File: config.mk
export PLATFORM = sky130hd
export DESIGN_NAME = pipe_hold_sequencer
export DESIGN_NICKNAME = d
export VERILOG_FILES = /design/src/rtl/pipe_hold_sequencer_pkg.sv /design/src/rtl/pipe_hold_sequencer_sat_cnt32.sv /design/src/rtl/pipe_hold_sequencer.sv
export SDC_FILE = /design/constraint.sdc
export NUM_CORES = 1
export LEC_CHECK = 0
export ABC_AREA = 1
export BUFFER_PORTS_ARGS = -buffer_cell sky130_fd_sc_hd__buf_4
export CAP_MARGIN = 20
export CORE_MARGIN = 2
export CORE_UTILIZATION = 38
export CTS_BUF_LIST = sky130_fd_sc_hd__clkbuf_16
export CTS_CLUSTER_DIAMETER = 40
export CTS_CLUSTER_SIZE = 12
export DETAILED_ROUTE_END_ITERATION = 7
export HOLD_SLACK_MARGIN = 0.15
export PLACE_DENSITY_LB_ADDON = 0.05
export SKIP_LAST_GASP = 1
export SYNTH_ARGS = -nofsm -noshare
export SYNTH_HDL_FRONTEND = slang
export SYNTH_SLANG_ARGS = --single-unit
File: constraint.sdc
create_clock -name clk -period 2.83 [get_ports clk]
set_clock_uncertainty 0.2 [all_clocks]
set_input_delay 0.1415 -clock clk [delete_from_list [all_inputs] [get_ports clk]]
set_output_delay 0.1415 -clock clk [all_outputs]
set_load 0.05 [all_outputs]
File: src/rtl/pipe_hold_sequencer_pkg.sv
// Shared encodings for the pipeline hold/flush sequencer: hold-flag values and FSM states.
package pipe_hold_sequencer_pkg;

    localparam int unsigned HOLD_FLAG_W = 3;

    localparam logic [HOLD_FLAG_W-1:0] HOLD_NONE = 3'b000;
    localparam logic [HOLD_FLAG_W-1:0] HOLD_PC   = 3'b001;
    localparam logic [HOLD_FLAG_W-1:0] HOLD_IF   = 3'b010;
    localparam logic [HOLD_FLAG_W-1:0] HOLD_ID   = 3'b011;

    localparam logic JUMP_ENABLE = 1'b1;
    localparam logic HOLD_ENABLE = 1'b1;

    typedef enum logic [1:0] {
        HSEQ_RUN    = 2'b00,
        HSEQ_FLUSH  = 2'b01,
        HSEQ_DRAIN  = 2'b10,
        HSEQ_HALTED = 2'b11
    } hseq_state_e;

endpackage

File: src/rtl/pipe_hold_sequencer_sat_cnt32.sv
// 32-bit saturating event counter; with EN=0 it collapses to a constant zero and holds no flops.
module sat_cnt32 #(
    parameter bit EN = 1'b1
) (
    input  logic        clk,
    input  logic        rst,
    input  logic        en,
    output logic [31:0] count
);

    if (EN) begin : g_cnt
        always_ff @(posedge clk or negedge rst) begin
            if (!rst) begin
                count <= '0;
            end else if (en && (count != '1)) begin
                count <= count + 32'd1;
            end
        end
    end else begin : g_off
        logic unused_in;
        assign unused_in = ^{clk, rst, en};
        assign count     = '0;
    end

endmodule

File: src/rtl/pipe_hold_sequencer.sv
// Registered hold/jump/flush sequencer with JTAG halt drain/ack handshake.
// Perf counters are enabled by defining PIPE_HOLD_SEQ_PERF_EN.
module pipe_hold_sequencer
    import pipe_hold_sequencer_pkg::*;
#(
    parameter int unsigned FLUSH_CYCLES = 2,
    parameter int unsigned DRAIN_CYCLES = 3,
    parameter int unsigned CNT_W        = 2
) (
    input  logic        clk,
    input  logic        rst,
    input  logic        jump_req_i,
    input  logic [31:0] jump_addr_i,
    input  logic        hold_ex_i,
    input  logic        hold_clint_i,
    input  logic        hold_rib_i,
    input  logic        jtag_halt_req_i,
    output logic        jump_flag_o,
    output logic [31:0] jump_addr_o,
    output logic [2:0]  hold_flag_o,
    output logic        flush_o,
    output logic        jtag_halt_ack_o,
    output logic        busy_o,
    output logic [31:0] stall_cnt_o,
    output logic [31:0] flush_cnt_o
);

`ifdef PIPE_HOLD_SEQ_PERF_EN
    localparam bit PERF_EN = 1'b1;
`else
    localparam bit PERF_EN = 1'b0;
`endif

    localparam logic [CNT_W-1:0] FLUSH_LOAD = CNT_W'(FLUSH_CYCLES - 1);
    localparam logic [CNT_W-1:0] DRAIN_LOAD = CNT_W'(DRAIN_CYCLES - 1);

    hseq_state_e      state, state_nxt;
    logic [CNT_W-1:0] cnt, cnt_nxt;
    logic             ack;
    logic             jump_flag, flush;
    logic [31:0]      jump_addr;
    logic [2:0]       hold_flag;
    logic             hold_id;

    assign hold_id = hold_ex_i | hold_clint_i;

    always_ff @(posedge clk or negedge rst) begin
        if (!rst) begin
            state <= HSEQ_RUN;
            cnt   <= '0;
            ack   <= 1'b0;
        end else begin
            state <= state_nxt;
            cnt   <= cnt_nxt;
            ack   <= (state == HSEQ_HALTED) && jtag_halt_req_i;
        end
    end

    // Counters exit on the cycle whose decrement would reach zero, so the
    // loaded value plus the entering cycle spans exactly *_CYCLES cycles.
    always_comb begin
        state_nxt = state;
        cnt_nxt   = cnt;
        jump_flag = 1'b0;
        jump_addr = '0;
        hold_flag = HOLD_NONE;
        flush     = 1'b0;
        if ((state == HSEQ_RUN) || ((state == HSEQ_DRAIN) && !jtag_halt_req_i)) begin
            state_nxt = HSEQ_RUN;
            cnt_nxt   = '0;
            if (jump_req_i) begin
                jump_flag = JUMP_ENABLE;
                jump_addr = jump_addr_i;
                flush     = 1'b1;
                if (FLUSH_CYCLES > 1) begin
                    state_nxt = HSEQ_FLUSH;
                    cnt_nxt   = FLUSH_LOAD;
                end
            end else if (hold_id) begin
                hold_flag = HOLD_ID;
            end else if (hold_rib_i) begin
                hold_flag = HOLD_PC;
            end else if (jtag_halt_req_i) begin
                hold_flag = HOLD_PC;
                state_nxt = HSEQ_DRAIN;
                cnt_nxt   = DRAIN_LOAD;
            end
        end else begin
            unique case (state)
                HSEQ_FLUSH: begin
                    flush = 1'b1;
                    if (hold_id) hold_flag = HOLD_ID;
                    if (jump_req_i) begin
                        jump_flag = JUMP_ENABLE;
                        jump_addr = jump_addr_i;
                        cnt_nxt   = FLUSH_LOAD;
                    end else if (cnt <= CNT_W'(1)) begin
                        state_nxt = HSEQ_RUN;
                        cnt_nxt   = '0;
                    end else begin
                        cnt_nxt = cnt - CNT_W'(1);
                    end
                end
                HSEQ_DRAIN: begin
                    hold_flag = HOLD_PC;
                    if (jump_req_i) begin
                        jump_flag = JUMP_ENABLE;
                        jump_addr = jump_addr_i;
                        flush     = 1'b1;
                        cnt_nxt   = DRAIN_LOAD;
                    end else if (hold_id) begin
                        hold_flag = HOLD_ID;
                    end else if (cnt <= CNT_W'(1)) begin
                        state_nxt = HSEQ_HALTED;
                        cnt_nxt   = '0;
                    end else begin
                        cnt_nxt = cnt - CNT_W'(1);
                    end
                end
                HSEQ_HALTED: begin
                    hold_flag = HOLD_ID;
                    if (!jtag_halt_req_i) state_nxt = HSEQ_RUN;
                end
                default: begin
                    state_nxt = HSEQ_RUN;
                    cnt_nxt   = '0;
                end
            endcase
        end
    end

    assign jump_flag_o     = rst & jump_flag;
    assign jump_addr_o     = rst ? jump_addr : '0;
    assign hold_flag_o     = rst ? hold_flag : HOLD_NONE;
    assign flush_o         = rst & flush;
    assign busy_o          = rst & (state != HSEQ_RUN);
    assign jtag_halt_ack_o = ack;

    sat_cnt32 #(.EN(PERF_EN)) u_stall_cnt (
        .clk   (clk),
        .rst   (rst),
        .en    (hold_flag_o != HOLD_NONE),
        .count (stall_cnt_o)
    );

    sat_cnt32 #(.EN(PERF_EN)) u_flush_cnt (
        .clk   (clk),
        .rst   (rst),
        .en    (flush_o),
        .count (flush_cnt_o)
    );

endmodule

### Word-level counts from Yosys, hierarchy flattened

Index checks and enable logic that the tools add are counted.

| storage, ports and cells | value |
|---|---|
| flip-flop bits (word level) | 5 |
| latch bits | 0 |
| bits in writable memories | 0 |
| ROM bits | 0 |
| input bits | 39 |
| memories kept | 0 |

| cells by class | value |
|---|---|
| add/sub/neg operators | 1 |
| multiply operators | 0 |
| div/mod/pow operators | 0 |
| magnitude comparators | 1 |
| eq/ne operators | 11 |
| shift-type cells | 0 |
| muxes and demuxes | 37 |
| bitwise operators | 4 |
| reduce and logical (&&, ||, !) cells | 9 |

Operators with widths:

| cell | count |
|---|---|
| 32-bit 2-to-1 mux | 4 |
| 2-bit 2-to-1 mux | 21 |
| 2-bit case mux with 3 select lines | 3 |
| 3-bit by 2-bit inequality test with 1-bit output (second input constant) | 3 |
| 1-bit 2-to-1 mux | 6 |
| 3-bit 2-to-1 mux | 2 |
| 3-bit inequality test (second input constant) | 2 |
| 6-bit AND reduction | 1 |
| 2-bit == test (second input constant) | 2 |
| 4-bit by 3-bit inequality test with 1-bit output (second input constant) | 1 |
| 1-bit AND | 3 |
| 3-bit by 1-bit inequality test with 1-bit output (second input constant) | 1 |
| 2-bit by 1-bit == test with 1-bit output (second input constant) | 1 |
| 2-bit by 1-bit less-or-equal comparator with 1-bit output (second input constant) | 1 |
| 1-bit logical AND | 2 |
| 2-bit logical NOT | 1 |
| 2-bit by 1-bit inequality test with 1-bit output (second input constant) | 1 |
| 1-bit case mux with 2 select lines | 1 |
| 2-bit AND reduction | 1 |
| 2-bit nonzero test | 1 |
| 2-bit OR reduction | 1 |
| 2-bit by 1-bit subtractor with 2-bit output (second input constant) | 1 |
| 1-bit logical NOT | 1 |
| 1-bit logical OR | 1 |
| 1-bit bitwise OR | 1 |

### Logic depth before layout (Yosys ltp)

Gate-level depths: netlist (run 1).

| depth | value |
|---|---|
| depth in word-level cells | 6 |
| depth in mapped cells | 9 |
| depth with buffers taken out | 9 |

### Modules after synthesis

Synthesis (run 1) repeated with hierarchy kept, for this count alone.

| second synthesis, totals | value |
|---|---|
| cells, all modules | 224 |
| area total of the unflattened synthesis | 1313.8 um^2 |

Modules (own cells, without submodules):

| module | times used | cells each | area an instance (um^2) |
|---|---|---|---|
| pipe_hold_sequencer | 1 | 158 | 825.8 |
| sat_cnt32 | 2 | 33 | 244.0 |

### Worst setup path before layout (run 1)

Ideal clock, no wire load.

| timing path | value |
|---|---|
| path kind | reg-to-output |
| from | register state[0] |
| to | output port hold_flag_o[1] |
| arrival | 1.888 ns |
| required time | 2.489 ns |
| slack | 0.601 ns |
| cell stages (with the launch flop) | 8 |
| buffers on the path | 0 |
| cells stage by stage | dfrtp_1 inv_1 ha_1 nand2_2 nand2_4 inv_1 o21ai_0 a21oi_1 |

| on the way | value |
|---|---|
| longest elaborated chain between the ends | 5 |

Ends and longest elaborated chain:

| element | RTL line | text |
|---|---|---|
| from (decl) | pipe_hold_sequencer.sv:37 | `hseq_state_e state, state_nxt;` |
| from (signal assigned) | pipe_hold_sequencer.sv:53 | `state <= state_nxt;` |
| branches (longest 3 deep; another with 2-bit case mux with 3 select lines) | -- |  |
| 3-bit 2-to-1 mux (*) | pipe_hold_sequencer.sv:68 | `if ((state == HSEQ_RUN) \|\| ((state == HSEQ_DRAIN) && !jtag_halt_req_i)) begin` |
| 3-bit 2-to-1 mux (*) | pipe_hold_sequencer.sv:134 | `assign hold_flag_o = rst ? hold_flag : HOLD_NONE;` |
| to (decl) | pipe_hold_sequencer.sv:20 | `output logic [2:0] hold_flag_o,` |

Mark *: on every way between the ends.

### Worst setup path after layout (run 1)

| timing path | value |
|---|---|
| from | register state[0] |
| to | output port jump_addr_o[28] |

| on the way | value |
|---|---|
| longest elaborated chain between the ends | 5 |

Ends and longest elaborated chain:

| element | RTL line | text |
|---|---|---|
| 2-bit == test or 2-bit by 1-bit == test with 1-bit output (tied branches) | pipe_hold_sequencer.sv:68, pipe_hold_sequencer.sv:89 |  |
| 2-bit OR reduction (no line) or 1-bit logical AND (tied branches) | -- |  |
| 32-bit 2-to-1 mux or 1-bit logical OR (tied branches) | -- |  |
| 32-bit 2-to-1 mux (*) | pipe_hold_sequencer.sv:68 |  |
| 32-bit 2-to-1 mux (*) | pipe_hold_sequencer.sv:133 | `assign jump_addr_o = rst ? jump_addr : '0;` |
| to (decl) | pipe_hold_sequencer.sv:19 | `output logic [31:0] jump_addr_o,` |

Every way passes the cells marked *; elsewhere a longest branch is shown, timed or not.

==> results of run 1 <==
-- kinds of logic after synthesis --
| family | Yosys count | share of synthesized area |
|---|---|---|
| AO/OA/AOI/OAI | 10 | 0.0542 |
| adder cells (fa/ha/maj) | 6 | 0.0571 |
| buffers and inverters | 114 | 0.528 |
| flip-flops | 5 | 0.0951 |
| other | 1 | 0.00285 |
| AND/OR/NAND/NOR | 85 | 0.263 |
-- layout make-up --
cell class              count  area (um^2)  share of cell area
well taps                  46         57.6              0.0322
repair buffers             81          618               0.346
multi-input cells         166          736               0.411
clock buffers               3         75.1              0.0420
flip-flops and latches      5          125              0.0700
inverters                  46          173              0.0966
clock inverters             1         3.75             0.00210
-- per-stage QoR --
step	instances	setup WS, ps	total power [uW]
after floorplan	285	601	577
after global placement	340	729	621
after detailed placement	340	680	621
after CTS	348	447	856
after global routing	348	310	898
final	348	462	850
-- critical path, stage by stage, from the launching register on --
cell	delay [ps]
dfrtp_1	410
inv_1	120
ha_1	270
nand2_2	140
nand2_4	90
o211ai_4	150
buf_4	320
nor2_1	90
buf_4	200
-- routing by layer --
| metal | up-vias | part of all wire | global-route usage |
|---|---|---|---|
| li1 | 671 | - | - |
| met1 | 541 | 0.37 | 0.159 |
| met2 | 66 | 0.55 | 0.297 |
| met3 | 2 | 0.075 | 0.0486 |
| met4 | 0 | 0.0038 | 0.0306 |
| met5 | - | 0 | 0 |
-- flip-flops by register name, summed over array words and instances, names as in the netlist --
register and flops:
cnt 2, jtag_halt_ack_o 1, state 2
-- cell usage in the layout, fill, tap and decap left out, types with 2 or more instances in the layout --
cell	n
a21oi_1	2
buf_4	77
clkbuf_16	3
conb_1	65
dfrtp_1	5
dlygate4sd3_1	4
ha_1	6
inv_1	46
nand2_1	34
nand3_1	5
nand4_1	3
nor2_1	40
o21ai_0	4
o21bai_1	2
-- worst min path at each step --
stage / from / endpoint / slack, ps / cells after the start
floorplan: rst / cnt[0]$_DFFE_PN0P_ / -350 / 0
global placement: rst / state[1]$_DFFE_PN0P_ / -230 / 1
detailed placement: rst / state[1]$_DFFE_PN0P_ / -230 / 1
CTS: hold_rib_i / cnt[1]$_DFFE_PN0P_ / 160 / 6
global route: hold_rib_i / cnt[1]$_DFFE_PN0P_ / 190 / 6
finish: hold_rib_i / cnt[1]$_DFFE_PN0P_ / 160 / 6
-- what timing repair did --
item	in CTS	in global routing
endpoints found under the hold margin	8	0
hold buffers	4	0
setup endpoints to repair	0	0
-- where the power goes --
group,internal [uW],leakage (uW),total (uW),switching [uW]
sequential,78.2,0.0000667,86.1,7.94
combinational,119,0.00113,540,421
clock,182,0.0000423,224,41.3
total,380,0.00123,850,470
==> impl_metrics.env, run 1 <==
export IMPL_outcome="completed"
export IMPL_grt_pass1_wl_um=4890
export IMPL_cts_tree="built"
export IMPL_grt_pass1_vias=1084
export IMPL_drt_initial_drc_count=54
export IMPL_start_util=0.394
export IMPL_rr_endpoint="cnt[1]$_DFFE_PN0P_"
export IMPL_die_area_um2=3950
export IMPL_finalCritPeriodShare=0.837
export IMPL_ant_nets=0
export IMPL_cp_arrival_ps=2030
export IMPL_syn_cell_area_um2=1320
export IMPL_diodes=0
export IMPL_ff2ff_path_depth=8
export IMPL_synthFlopType="dfrtp_1"
export IMPL_yosys_area_top_type="buf_4"
export IMPL_reg2reg_slack_ps=1130
export IMPL_gp_congestion=0.855
export IMPL_die_width_um=62.8
export IMPL_crit_path_end="jump_addr_o[28]"
export IMPL_ctsResizeCount=0
export IMPL_finalInstanceArea_um2=1790
export IMPL_die_h_um=62.8
export IMPL_min_delay_path_class="input pin to flip-flop"
export IMPL_drive_gt1_frac=0.281
export IMPL_numPortBuffers=76
export IMPL_num_rows=21
export IMPL_grt_max_degree=34
export IMPL_clock_path_buffers=2
export IMPL_fmax_mhz=422
export IMPL_synthCells=221
export IMPL_yosys_top_cells_count="buf_4, inv_1, nor2_1"
export IMPL_slew_violations=0
export IMPL_seq_area_frac_synth=0.0951
export IMPL_firstDrtPassIters=4
export IMPL_cts_buffers=3
export IMPL_hold_ws_ps=162
export IMPL_synth_cell_type_count=19
export IMPL_placed_area_um2=1670
export IMPL_vias=1280
export IMPL_synth_most_common_cell="buf_4"
export IMPL_cts_setup_buffers=0
export IMPL_setup_viol=0
export IMPL_layout_nets=348
export IMPL_drc=0
export IMPL_coreArea_um2=3340
export IMPL_grt_overflow=0
export IMPL_clock_sinks=5
export IMPL_ys_seq_elements=5
export IMPL_clk_pin_slew_worst_paths_ps=30
export IMPL_final_hold_viol_count=0
export IMPL_ys_warn_count=0
export IMPL_ir_worst_vdd_uv=492
export IMPL_clk_latency_ps=220
export IMPL_worstPathRequired_ps=2490
export IMPL_wl_um=3160
export IMPL_fill_cells=348
export IMPL_area_delta_synth_final_pct=36.0
export IMPL_finalSetupTns_ps=0
export IMPL_final_util=0.536
export IMPL_synth_area_top_cells="buf_4, inv_1, nor2_1"
export IMPL_track_usage=0.153
export IMPL_fin_crit_ps=2370
export IMPL_vias_per_cell=3.68
export IMPL_dpl_hpwl_um=2720
export IMPL_io_pins=142
export IMPL_crit_path_end_kind="output port"
export IMPL_rsz0062_at_grt="no"
export IMPL_antenna_found_initial=0
export IMPL_wl_per_cell_um=9.09
export IMPL_crit_start="state[0]$_DFFE_PN0P_"
export IMPL_synth_edf_count=0
export IMPL_synth_top_area_frac=0.371
export IMPL_ys_async_sr_fraction=1.00
export IMPL_startpoint_type="flip-flop"
export IMPL_cp_max_fo=33
export IMPL_leakagePower_uw=0.00123
export IMPL_cts_max_level=1
export IMPL_power_density_nw_per_um2=475
export IMPL_drv_cap=0
export IMPL_r2r_start="state[0]$_DFFE_PN0P_"
export IMPL_avgSynthCellArea_um2=5.95
export IMPL_cts_root_buf="clkbuf_16"
export IMPL_path_class="flip-flop to output port"
Power figures use the tool's default switching activity.
==> run 2: changes to the inputs <==
CORE_UTILIZATION = 35   (was 38)
clock period = 2.29 ns   (was 2.83 ns; I/O delays follow)
==> run 2 against run 1 <==
Compared with the run above: clock-buffer cell count is the same; sequential cell count is the same; critical path type unchanged; total power grew 26%; sequential power grew 22%; clock power grew 25%.
==> impl_metrics.env, run 2 (same netlist as run 1, synthesis figures left out) <==
export IMPL_outcome="completed"
export IMPL_slew_violations=0
export IMPL_cp_arrival_ps=1820
export IMPL_coreArea_um2=3630
export IMPL_num_rows=22
export IMPL_path_buf_inv=3
export IMPL_layout_nets=351
export IMPL_setup_viol=0
export IMPL_path_cells="inv_1, ha_1, nand2_2, nand2_4, o211ai_4, buf_12, nor2_1, buf_4"
export IMPL_io_pins=142
export IMPL_drive_gt1_frac=0.289
export IMPL_cts_max_level=1
export IMPL_cts_root_buf="clkbuf_16"
export IMPL_clk_latency_ps=230
export IMPL_firstDrtPassIters=4
export IMPL_placed_area_um2=1690
export IMPL_drv_cap=0
export IMPL_startpoint_type="flip-flop"
export IMPL_combPwrFrac=0.640
export IMPL_fmax_mhz=469
export IMPL_grt_pass1_vias=1040
export IMPL_start_util=0.362
export IMPL_fin_crit_ps=2130
export IMPL_ir_worst_vdd_uv=504
export IMPL_hold_ws_ps=182
export IMPL_numPortBuffers=76
export IMPL_p_clk_frac=0.262
export IMPL_final_hold_viol_count=0
export IMPL_wl_um=3180
export IMPL_layout_commonest_cell="buf_4"
export IMPL_finalSetupTns_ps=0
export IMPL_crit_family="buffers and inverters"
export IMPL_grt_max_degree=26
export IMPL_crit_path_end_kind="output port"
export IMPL_grt_overflow=0
export IMPL_die_h_um=65.3
export IMPL_path_class="flip-flop to output port"
export IMPL_intPower_uw=482
export IMPL_gp_congestion=0.873
export IMPL_finalInstanceArea_um2=1830
export IMPL_cpMaxStageDelayCell="dfrtp_1"
export IMPL_wl_per_cell_um=8.99
export IMPL_track_usage=0.138
export IMPL_dpl_hpwl_um=2690
export IMPL_drc=0
export IMPL_diodes=0
export IMPL_worstPathRequired_ps=1980
export IMPL_clock_sinks=5
export IMPL_cts_buffers=3
export IMPL_vias=1274
export IMPL_clock_path_buffers=2
export IMPL_finalCritPeriodShare=0.930
export IMPL_seqPwrFrac=0.098
export IMPL_rsz0062_at_grt="no"
export IMPL_swShare=0.549
export IMPL_ant_nets=0
export IMPL_p_switching_uw=587
export IMPL_die_area_um2=4260
export IMPL_power_density_nw_per_um2=585
export IMPL_leakagePower_uw=0.00125
export IMPL_antenna_found_initial=0
export IMPL_drt_initial_drc_count=25
export IMPL_cts_tree="built"
export IMPL_slowest_delay_ps=380
export IMPL_area_delta_synth_final_pct=39.0
export IMPL_final_util=0.503
export IMPL_die_width_um=65.3
export IMPL_vias_per_cell=3.61
export IMPL_grt_pass1_wl_um=4660
export IMPL_layout_common_cells="buf_4, conb_1, inv_1, nor2_1, nand2_1"
export IMPL_clk_pin_slew_worst_paths_ps=30
export IMPL_min_delay_path_class="input pin to flip-flop"
export IMPL_cp_max_fo=25
## run 2: cell count changes in the layout (fill, tap and decap cells not counted), sizes merged
cell,before,now
dlygate4sd3,4,5
buf,77,79
## run 2: what timing repair did
action	in CTS	in global routing
gates resized for setup	0	1
setup endpoints to repair	0	2
setup buffers	0	1
endpoints found under the hold margin	9	0
hold buffers	5	0
## run 2: routing by layer
layer	GRT usage	routed length [um]
met1	0.154	1190
met2	0.261	1660
met3	0.0428	316
met4	0.0130	10
met5	0	0
## run 2: final timing paths
path | startpoint | endpoint | slack, ps | cells after the start
max | state[0]$_DFFE_PN0P_ | jump_addr_o[16] | 160 | 8
min | hold_ex_i | cnt[0]$_DFFE_PN0P_ | 180 | 6
max reg2reg | state[0]$_DFFE_PN0P_ | cnt[1]$_DFFE_PN0P_ | 650 | 7
min reg2reg | cnt[0]$_DFFE_PN0P_ | cnt[0]$_DFFE_PN0P_ | 340 | 2
max in group asynchronous | rst | cnt[0]$_DFFE_PN0P_ | 1010 | 3
min in group asynchronous | rst | jtag_halt_ack_o$_DFF_PN0_ | 670 | 3
## run 2: final cells by class
cell class / count / area, um^2
clock inverter: 1 / 3.75
inverter: 46 / 173
clock buffer: 3 / 75.1
tap: 48 / 60.1
sequential: 5 / 125
timing repair buffer: 84 / 656
multi-input combinational: 166 / 736
fill: 391 / 1810
## run 2: tightest hold or removal path: cells and delay by family
family / cells / cell delay, ps
AND/OR/NAND/NOR: 4 / 270
AO/OA/AOI/OAI: 1 / 100
buffers and inverters: 1 / 80
## run 2: power groups by stage
stage / clock network (uW) / registers (uW) / logic, uW
finish: 280 / 105 / 684
global route: 292 / 107 / 724
CTS: 285 / 106 / 676
detailed placement: 0 / 107 / 668
global placement: 0 / 107 / 670
floorplan: 0 / 106 / 608
## run 2: stage by stage
| stage | setup WS [ps] | power (uW) | instances |
|---|---|---|---|
| 5_1_grt | 36.3 | 1120 | 353 |
| 3_5_place_dp | 357 | 775 | 343 |
| 3_3_place_gp | 379 | 777 | 343 |
| 6_report | 160 | 1070 | 353 |
| 2_1_floorplan | 87.8 | 713 | 285 |
| 4_1_cts | 113 | 1070 | 352 |
==> run 3: changes to the inputs <==
==> constraint.sdc (replaced) <==
create_clock -name clk -period 2.29 [get_ports clk]
set_clock_uncertainty 0.2 [all_clocks]
set_input_delay 0.458 -clock clk [delete_from_list [all_inputs] [get_ports clk]]
set_output_delay 0.458 -clock clk [all_outputs]
set_load 0.05 [all_outputs]
==> run 3 against run 2 <==
Compared with the run above: the run now ends with setup timing left; clock power barely moved; highest routed layer unchanged; first-iteration DRC count rose by 60%; via count rose by 9.3%; largest power group unchanged; register-to-register slack got worse by 170 ps; final cell count rose by 3.7%.
==> impl_metrics.env, run 3 (same netlist as run 1, synthesis figures left out) <==
export IMPL_outcome="finished, violations left"
export IMPL_violations="setup timing"
export IMPL_grt_pass1_wl_um=5580
export IMPL_numPortBuffers=76
export IMPL_die_width_um=65.3
export IMPL_seqPwrFrac=0.085
export IMPL_cts_buffers=3
export IMPL_cp_max_fo=9
export IMPL_crit_start="state[1]$_DFFE_PN0P_"
export IMPL_coreArea_um2=3630
export IMPL_wl_per_cell_um=10.9
export IMPL_clock_path_buffers=2
export IMPL_cts_root_buf="clkbuf_16"
export IMPL_diodes=0
export IMPL_grt_overflow=0
export IMPL_ir_worst_vdd_uv=449
export IMPL_die_area_um2=4260
export IMPL_layout_common_cells="buf_4, conb_1, inv_1, nand2_1, buf_6"
export IMPL_p_switching_uw=644
export IMPL_drv_cap=0
export IMPL_cts_max_level=1
export IMPL_setup_viol=31
export IMPL_wl_um=3990
export IMPL_finalCritPeriodShare=1.03
export IMPL_path_cells="inv_2, ha_4, inv_4, nand2_4, o211ai_4, buf_4, buf_12, nor2_1, buf_4"
export IMPL_grt_pass1_vias=1236
export IMPL_start_util=0.362
export IMPL_p_clk_frac=0.230
export IMPL_r2r_start="state[1]$_DFFE_PN0P_"
export IMPL_clk_latency_ps=220
export IMPL_startpoint_type="flip-flop"
export IMPL_die_h_um=65.3
export IMPL_worstPathRequired_ps=1630
export IMPL_dpl_hpwl_um=2940
export IMPL_min_delay_path_class="input pin to flip-flop"
export IMPL_gp_congestion=0.899
export IMPL_cts_tree="built"
export IMPL_antenna_found_initial=0
export IMPL_drt_initial_drc_count=40
export IMPL_intPower_uw=572
export IMPL_vias_per_cell=3.80
export IMPL_dp_slack_ps=97.4
export IMPL_drc=0
export IMPL_slew_violations=0
export IMPL_leakagePower_uw=0.00136
export IMPL_grt_max_degree=10
export IMPL_fmax_mhz=422
export IMPL_area_delta_synth_final_pct=66.3
export IMPL_vias=1392
export IMPL_ant_nets=0
export IMPL_multi_input_area_um2=871
export IMPL_num_rows=22
export IMPL_swShare=0.530
export IMPL_fin_ws_ps=-77.0
export IMPL_layout_nets=364
export IMPL_clk_pin_slew_worst_paths_ps=30
export IMPL_finalSetupTns_ps=-1770
export IMPL_final_util=0.602
export IMPL_p_total_uw=1220
export IMPL_hold_ws_ps=307
export IMPL_firstDrtPassIters=4
export IMPL_fill_cells=327
export IMPL_cpMaxStageDelayCell="dfrtp_1"
export IMPL_slowest_delay_ps=420
export IMPL_cp_arrival_ps=1710
export IMPL_seq_area_um2=125
export IMPL_io_pins=142
export IMPL_layout_commonest_cell="buf_4"
export IMPL_rsz0062_at_grt="yes"
export IMPL_combPwrFrac=0.685
export IMPL_track_usage=0.169
export IMPL_clock_sinks=5
export IMPL_power_density_nw_per_um2=556
export IMPL_fin_crit_ps=2370
export IMPL_critical_path_most_common_cell="buf_4"
export IMPL_hp_start="jtag_halt_req_i"
export IMPL_drive_gt1_frac=0.412
export IMPL_path_class="flip-flop to output port"
export IMPL_final_hold_viol_count=0
export IMPL_crit_path_end_kind="output port"
run 3: cell types whose count changed in the layout (fill, tap and decap cells not counted), moves of 2 or more:
| cell | change |
|---|---|
| ha_4 | +3 |
| buf_16 | +2 |
| nor2_4 | +10 |
| ha_1 | -3 |
| buf_4 | -10 |
| nor2_1 | -16 |
| dlygate4sd3_1 | -4 |
| buf_6 | +25 |
| inv_2 | +4 |
| inv_1 | -5 |
| nor2_2 | +6 |
run 3: routing by layer:
layer,wire [um],part of all wire,track usage
met1,1200,0.30,0.146
met2,2360,0.59,0.367
met3,397,0.10,0.0531
met4,29,0.0073,0.0286
met5,0,0,0
run 3: worst max-delay path: cells and delay by family (launching register included):
family,cells,cell delay [ps]
AO/OA/AOI/OAI,1,210
AND/OR/NAND/NOR,2,100
buffers and inverters,5,590
adder cells (fa/ha/maj),1,170
flip-flops,1,420
run 3: through the flow:
| step | cells | instance area, um^2 |
|---|---|---|
| 2_1_floorplan | 285 | 1560 |
| 3_3_place_gp | 349 | 1750 |
| 3_5_place_dp | 349 | 1750 |
| 4_1_cts | 365 | 2100 |
| 5_1_grt | 366 | 2190 |
| 6_report | 366 | 2190 |
run 3: repair_timing:
action                     4_1_cts  5_1_grt
gates resized for setup         40       27
hold endpoints to repair         5        0
setup endpoints to repair       35       35
pin swaps                        3        4
hold buffers                     1        0
buffers inserted                 8        2
gates cloned                     3        0
run 3: path summary, 6_finish.rpt:
check	to	slack, ps	depth (start not counted)
setup / recovery	jump_addr_o[9]	-80	9
hold / removal	jtag_halt_ack_o$_DFF_PN0_	310	3
setup reg to reg	state[1]$_DFFE_PN0P_	480	10
hold reg to reg	cnt[0]$_DFFE_PN0P_	340	2
max in group asynchronous	cnt[1]$_DFFE_PN0P_	1220	2
min in group asynchronous	state[1]$_DFFE_PN0P_	470	2
run 3: power groups by stage:
| stage | Sequential (uW) | Clock [uW] | Combinational [uW] |
|---|---|---|---|
| floorplan | 106 | 0 | 611 |
| global placement | 104 | 0 | 695 |
| detailed placement | 104 | 0 | 694 |
| CTS | 104 | 285 | 797 |
| global route | 104 | 293 | 878 |
| finish | 104 | 280 | 833 |
run 3: layout make-up:
type	instances	share of cell area
Clock buffer	3	0.0343
Clock inverter	1	0.00172
Inverter	46	0.0801
Multi-Input combinational cell	166	0.398
Sequential cell	5	0.0572
Tap cell	48	0.0275
Timing Repair Buffer	97	0.401
